===== config.mk =====
export PLATFORM = sky130hd
export DESIGN_NAME = wave_capture
export DESIGN_NICKNAME = d
export VERILOG_FILES = /design/src/rtl/wave_capture.sv
export SDC_FILE = /design/constraint.sdc
export NUM_CORES = 1
export LEC_CHECK = 0
export BUFFER_PORTS_ARGS = -buffer_cell sky130_fd_sc_hd__clkbuf_2
export CAP_MARGIN = 20
export CORE_ASPECT_RATIO = 1.4
export CORE_MARGIN = 1
export CORE_UTILIZATION = 40
export DETAILED_ROUTE_END_ITERATION = 12
export GPL_ROUTABILITY_DRIVEN = 0
export SLEW_MARGIN = 20
export SYNTH_ARGS = -nofsm -noshare
export SYNTH_HDL_FRONTEND = slang
export SYNTH_SLANG_ARGS = --single-unit

===== constraint.sdc =====
create_clock -name clk -period 2 [get_ports clk]
set_input_delay 0 -clock clk [delete_from_list [all_inputs] [get_ports clk]]
set_output_delay 0 -clock clk [all_outputs]
set_load 0.05 [all_outputs]

===== src/rtl/wave_capture.sv =====
// ============================================================================
// wave_capture
// ----------------------------------------------------------------------------
// Captures a triggered window of audio samples into a ping-pong display RAM.
// The block arms on a positive-going zero crossing. It then writes
// 2^ADDR_WIDTH consecutive samples, reduced to 8-bit offset binary, into the
// RAM half the display is not reading. After that it waits for the display to
// go idle and swaps halves, so the display always reads a complete, stable
// frame.
//
// Optional feature macro:
//   WAVE_CAPTURE_TIMEOUT_EN - builds an armed-sample counter. After
//                             TIMEOUT_SAMPLES strobes without a crossing, the
//                             block force-triggers, so silence or DC input
//                             still gives a free-running display.
//
// Parameters:
//   ADDR_WIDTH       log2 of samples per frame (default 8 -> 256 samples)
//   TIMEOUT_SAMPLES  forced-trigger limit in samples (timeout build only)
//
// Ports:
//   clk                in   system clock
//   reset_n            in   asynchronous active-low reset
//   new_sample_ready   in   one-cycle strobe qualifying new_sample_in
//   new_sample_in      in   16-bit signed two's-complement sample
//   wave_display_idle  in   high while the display is not reading the RAM
//   write_address      out  RAM write address {~read_index, sample index}
//   write_enable       out  one-cycle RAM write strobe
//   write_sample       out  8-bit offset-binary sample for the RAM
//   read_index         out  RAM half the display reads
//   frame_done         out  one-cycle pulse together with the last write
// ============================================================================
module wave_capture #(
    parameter int ADDR_WIDTH      = 8,
    parameter int TIMEOUT_SAMPLES = 4800
) (
    input  logic                  clk,
    input  logic                  reset_n,
    input  logic                  new_sample_ready,
    input  logic [15:0]           new_sample_in,
    input  logic                  wave_display_idle,
    output logic [ADDR_WIDTH:0]   write_address,
    output logic                  write_enable,
    output logic [7:0]            write_sample,
    output logic                  read_index,
    output logic                  frame_done
);

    typedef enum logic [1:0] {
        ST_ARMED,
        ST_ACTIVE,
        ST_WAIT
    } state_t;

    localparam logic [ADDR_WIDTH-1:0] LAST_INDEX = '1;

    state_t                state;
    state_t                state_next;
    logic [ADDR_WIDTH-1:0] sample_count;
    logic [ADDR_WIDTH-1:0] count_next;
    logic [ADDR_WIDTH-1:0] wr_index;
    logic [15:0]           prev_sample;
    logic                  read_index_next;
    logic                  wr_go;
    logic                  wr_last;
    logic                  crossing;
    logic                  force_trigger;

    // Negative previous sample followed by a non-negative one. An exact
    // 0x0000 after a negative sample counts; 0x0000 after 0x0000 does not.
    assign crossing = prev_sample[15] & ~new_sample_in[15];

`ifdef WAVE_CAPTURE_TIMEOUT_EN
    localparam int TW = (TIMEOUT_SAMPLES > 1) ? $clog2(TIMEOUT_SAMPLES) : 1;
    localparam logic [TW-1:0] TIMEOUT_LAST = TW'(TIMEOUT_SAMPLES - 1);

    logic [TW-1:0] armed_count;

    // Counts strobes seen while armed. The strobe that finds the counter at
    // its last value triggers, so the counter never has to pass it.
    always_ff @(posedge clk or negedge reset_n) begin
        if (!reset_n) begin
            armed_count <= '0;
        end else if (state != ST_ARMED || state_next != ST_ARMED) begin
            armed_count <= '0;
        end else if (new_sample_ready) begin
            armed_count <= armed_count + TW'(1);
        end
    end

    assign force_trigger = (armed_count == TIMEOUT_LAST);
`else
    assign force_trigger = 1'b0;
`endif

    // NOTE: every signal assigned here gets a default first, so no path
    // through the case statement can leave one unassigned and infer a latch.
    always_comb begin
        state_next      = state;
        count_next      = sample_count;
        read_index_next = read_index;
        wr_go           = 1'b0;
        wr_last         = 1'b0;
        wr_index        = sample_count;

        case (state)
            ST_ARMED: begin
                if (new_sample_ready && (crossing || force_trigger)) begin
                    wr_go      = 1'b1;
                    wr_index   = '0;
                    count_next = ADDR_WIDTH'(1);
                    state_next = ST_ACTIVE;
                end
            end

            ST_ACTIVE: begin
                if (new_sample_ready) begin
                    wr_go = 1'b1;
                    if (sample_count == LAST_INDEX) begin
                        wr_last    = 1'b1;
                        count_next = '0;
                        state_next = ST_WAIT;
                    end else begin
                        count_next = sample_count + ADDR_WIDTH'(1);
                    end
                end
            end

            ST_WAIT: begin
                // A strobe arriving while the block leaves this state is
                // dropped. It still updates prev_sample below.
                if (wave_display_idle) begin
                    read_index_next = ~read_index;
                    state_next      = ST_ARMED;
                end
            end

            default: begin
                state_next = ST_ARMED;
                count_next = '0;
            end
        endcase
    end

    // NOTE: sequential state uses non-blocking assignments, so every register
    // sees the pre-edge values of the others, whatever the statement order.
    always_ff @(posedge clk or negedge reset_n) begin
        if (!reset_n) begin
            state        <= ST_ARMED;
            sample_count <= '0;
            read_index   <= 1'b0;
            prev_sample  <= '0;
        end else begin
            state        <= state_next;
            sample_count <= count_next;
            read_index   <= read_index_next;
            if (new_sample_ready) begin
                prev_sample <= new_sample_in;
            end
        end
    end

    // Registered RAM write port. The address and data hold between writes,
    // and the enable and frame_done signals are single-cycle pulses.
    always_ff @(posedge clk or negedge reset_n) begin
        if (!reset_n) begin
            write_enable  <= 1'b0;
            frame_done    <= 1'b0;
            write_address <= '0;
            write_sample  <= '0;
        end else begin
            write_enable <= wr_go;
            frame_done   <= wr_last;
            if (wr_go) begin
                write_address <= {~read_index, wr_index};
                write_sample  <= {~new_sample_in[15], new_sample_in[14:8]};
            end
        end
    end

endmodule


==> impl_metrics.json <==
{
  "synth_ff_type": "dfrtp_1",
  "synthSimpleGateAreaFrac": 0.1821,
  "powerDensity_nw_per_um2": 1509,
  "hold_start": "new_sample_ready",
  "stdcell_count": 215,
  "endpoint_kind": "register",
  "synth-async-reset-ratio": 1.000,
  "hpwlAfterDp_mm": 1.980,
  "clockBufferDepth": 2,
  "status": "completed",
  "tightest_slew_ns": 0.7545,
  "cp_top_family": "simple AND/OR/NAND/NOR gates",
  "drc_errors": 0,
  "num_vias": 1110,
  "synth_xor_area_frac": 0.006470,
  "drt_wl_total_mm": 2.760,
  "synthAdderAreaFrac": 0.009242,
  "port_buffers": 31,
  "finalInstanceArea_sq_um": 1730,
  "setup_viol": 0,
  "cp.required_ns": 2.21,
  "whs_path_depth": 3,
  "antenna_cells": 0,
  "start_util": 0.4253,
  "ir_drop_mv": 0.7700,
  "cts_max_level": 2,
  "synth.area.mux_share": 0.06654,
  "finalSetupTns_ns": 0,
  "clk_pin_slew_worst_paths_ns": 0.06,
  "setup_ws_ns": 0.2606,
  "synth_compound_area_frac": 0.1257,
  "postSynthCellCount": 130,
  "die_w_um": 51.17,
  "cts_root_buf": "clkbuf_8",
  "worst-path-max-fanout": 5,
  "total_power_mw": 2.611,
  "maxCapViolCount": 0,
  "hold_class": "input pin to register",
  "syn2layout_area_growth_pct": 27.82,
  "timing.fmax_mhz": 574.9,
  "seq_area_sq_um": 775.7,
  "fill_cells": 291,
  "finalCriticalPeriod_ns": 1.739,
  "worst_hold_slack_ns": 0.06313,
  "fin_util": 0.5436,
  "dp_slack_ns": 0.2823,
  "cts_buffers": 5,
  "synth-edff-count": 0,
  "post_cts_buffers": 0,
  "row_count": 24,
  "hold_viol": 0,
  "layout.nets": 196,
  "final_max_slew_viol_count": 0,
  "syn_area_per_cell_sq_um": 10.41,
  "leakage_nw": 0.8320,
  "track_usage": 0.1769,
  "clkLatencyLatePin_ns": 0.27,
  "synth_top_family_by_area": "simple AND/OR/NAND/NOR gates",
  "die-height_um": 70.84,
  "crit_type": "register to register",
  "multi_input_area_sq_um": 528.0,
  "finalCritPeriodShare": 0.8697,
  "worstPathArrival_ns": 1.95,
  "rsz0062_at_grt": "false",
  "core-area_sq_um": 3183,
  "synth_area_sq_um": 1354,
  "die-area_sq_um": 3625,
  "r2r_end": "sample_count[4]",
  "path_cells": "ha_1 -> and2_1 -> a31o_1 -> or4_1 -> nand3_1",
  "finClkSkew_ns": 0.003696,
  "cts_tree": "done",
  "grt_max_degree": 32,
  "grt_pass1_wl_mm": 4.754,
  "synth_cell_type_count": 35,
  "syn-num-nets": 151,
  "drive_gt1_frac": 0.2784,
  "pin_count": 40,
  "hold_end": "sample_count[1]",
  "critical_path_buf_inv_count": 0,
  "routed_via_density": 5.163,
  "yosys_warnings": 0,
  "r2r-start": "sample_count[0]",
  "grt_pass1_vias": 1093,
  "relSlewSlack": 0.4970,
  "placed_area_sq_um": 1549,
  "drtIter0Drc": 29,
  "gr-total-overflow": 0,
  "cp_slowest_cell": "or4_1",
  "cts.repair.resized": 0,
  "antenna_found_initial": 0,
  "cts.sinks": 31,
  "yosys_register_bits": 31,
  "wire_per_inst_um": 12.84,
  "ant_nets": 0,
  "reg2reg_depth": 5,
  "firstDrtPassIters": 4,
  "reg2reg_slack_ns": 0.26,
  "cpPeakStageDelay_ns": 0.47,
  "dp_cells": 197,
  "yosysSeqAreaShare": 0.5730,
  "start_kind": "register"
}
worst max-delay path by stage:
stage | from | endpoint | slack [ns] | depth (start not counted)
after floorplan | sample_count[0] | sample_count[4] | 0.38 | 5
after global placement | sample_count[0] | sample_count[3] | 0.31 | 5
after detailed placement | sample_count[0] | sample_count[4] | 0.28 | 5
after CTS | sample_count[0] | sample_count[4] | 0.27 | 5
after global routing | sample_count[0] | sample_count[4] | 0.20 | 5
final | sample_count[0] | sample_count[4] | 0.26 | 5
power breakdown:
part           leakage (nW)  internal (mW)  switching (mW)
clock network        0.0422          0.243           0.212
registers             0.374          0.831           0.180
logic                 0.415          0.339           0.806
cells in the final DEF (no fill, tap or decap):
master         netlist  final
nor3b_2              1      1
nor2_1               3      3
and2b_1              1      1
clkinv_2             0      1
xor2_1               1      1
a21oi_1              1      1
a32o_1               1      1
nor3_1               1      1
o21ai_1              1      1
o21ai_0             17     17
nand2b_1             1      1
mux2_1               1      1
buf_4                0      4
ha_1                 1      1
a31o_1               1      1
nand4_1              3      3
clkbuf_2             0     31
or3_1                1      1
and4_1               1      1
o21a_1               1      1
nor4_1               1      1
clkbuf_1             2      2
o211ai_1             1      1
o22ai_1              1      1
dfrtp_1             31     31
and2_1               1      1
inv_1                3      3
o41ai_1              1      1
a22o_1               1      1
mux2_2               7      7
o32ai_1              1      1
a211o_1              1      1
dlygate4sd3_1        0     10
nor2b_1              1      1
or4_1                2      2
nand3_1              7      7
clkbuf_8             0      5
nand2_1             27     27
state kept, by name, summed over array words and instances, names as in the netlist:
signal / count
frame_done: 1
read_index: 1
write_address: 9
prev_sample: 1
write_enable: 1
sample_count: 8
state: 2
write_sample: 8
Yosys cell counts, types with 2 or more instances:
library cell | n | area (sq um)
o21ai_0 | 17 | 85.08
dfrtp_1 | 31 | 775.7
nand2_1 | 27 | 101.4
nor2_1 | 3 | 11.26
mux2_2 | 7 | 78.83
nand4_1 | 3 | 18.77
buf_2 | 4 | 20.02
clkbuf_1 | 2 | 7.510
nand3_1 | 7 | 35.03
inv_1 | 3 | 11.26
or4_1 | 2 | 15.01
cell families (layout without fill, tap and decap cells):
logic type      count (synthesis)  after routing
buf+inv                        10             56
xor+xnor                        1              1
fa+ha+maj                       1              1
simple gates                   51             51
flops                          31             31
mux                             8              8
compound gates                 28             28
worst min-delay path, stage by stage:
cell      delay (ns)
clkbuf_2        0.14
nand4_1         0.11
nand2_1         0.05
timing repair:
item                                   CTS  global route
endpoints found under the hold margin   40             0
hold buffers                            10             0
setup endpoints to repair                0             0
metal layers:
layer  track usage  routed length (um)
met1        0.1869                1148
met2        0.3216                1479
met3       0.05161                 105
met4       0.06481                  27
met5             0                   0
final cells by class:
type	count	share of cell area
Inverter	3	0.006508
Clock inverter	1	0.002892
Clock buffer	7	0.04411
Sequential cell	31	0.4483
Multi-Input combinational cell	89	0.3051
Tap cell	39	0.02820
Timing Repair Buffer	45	0.1649
Note: power is estimated with default switching activity, not from simulation.
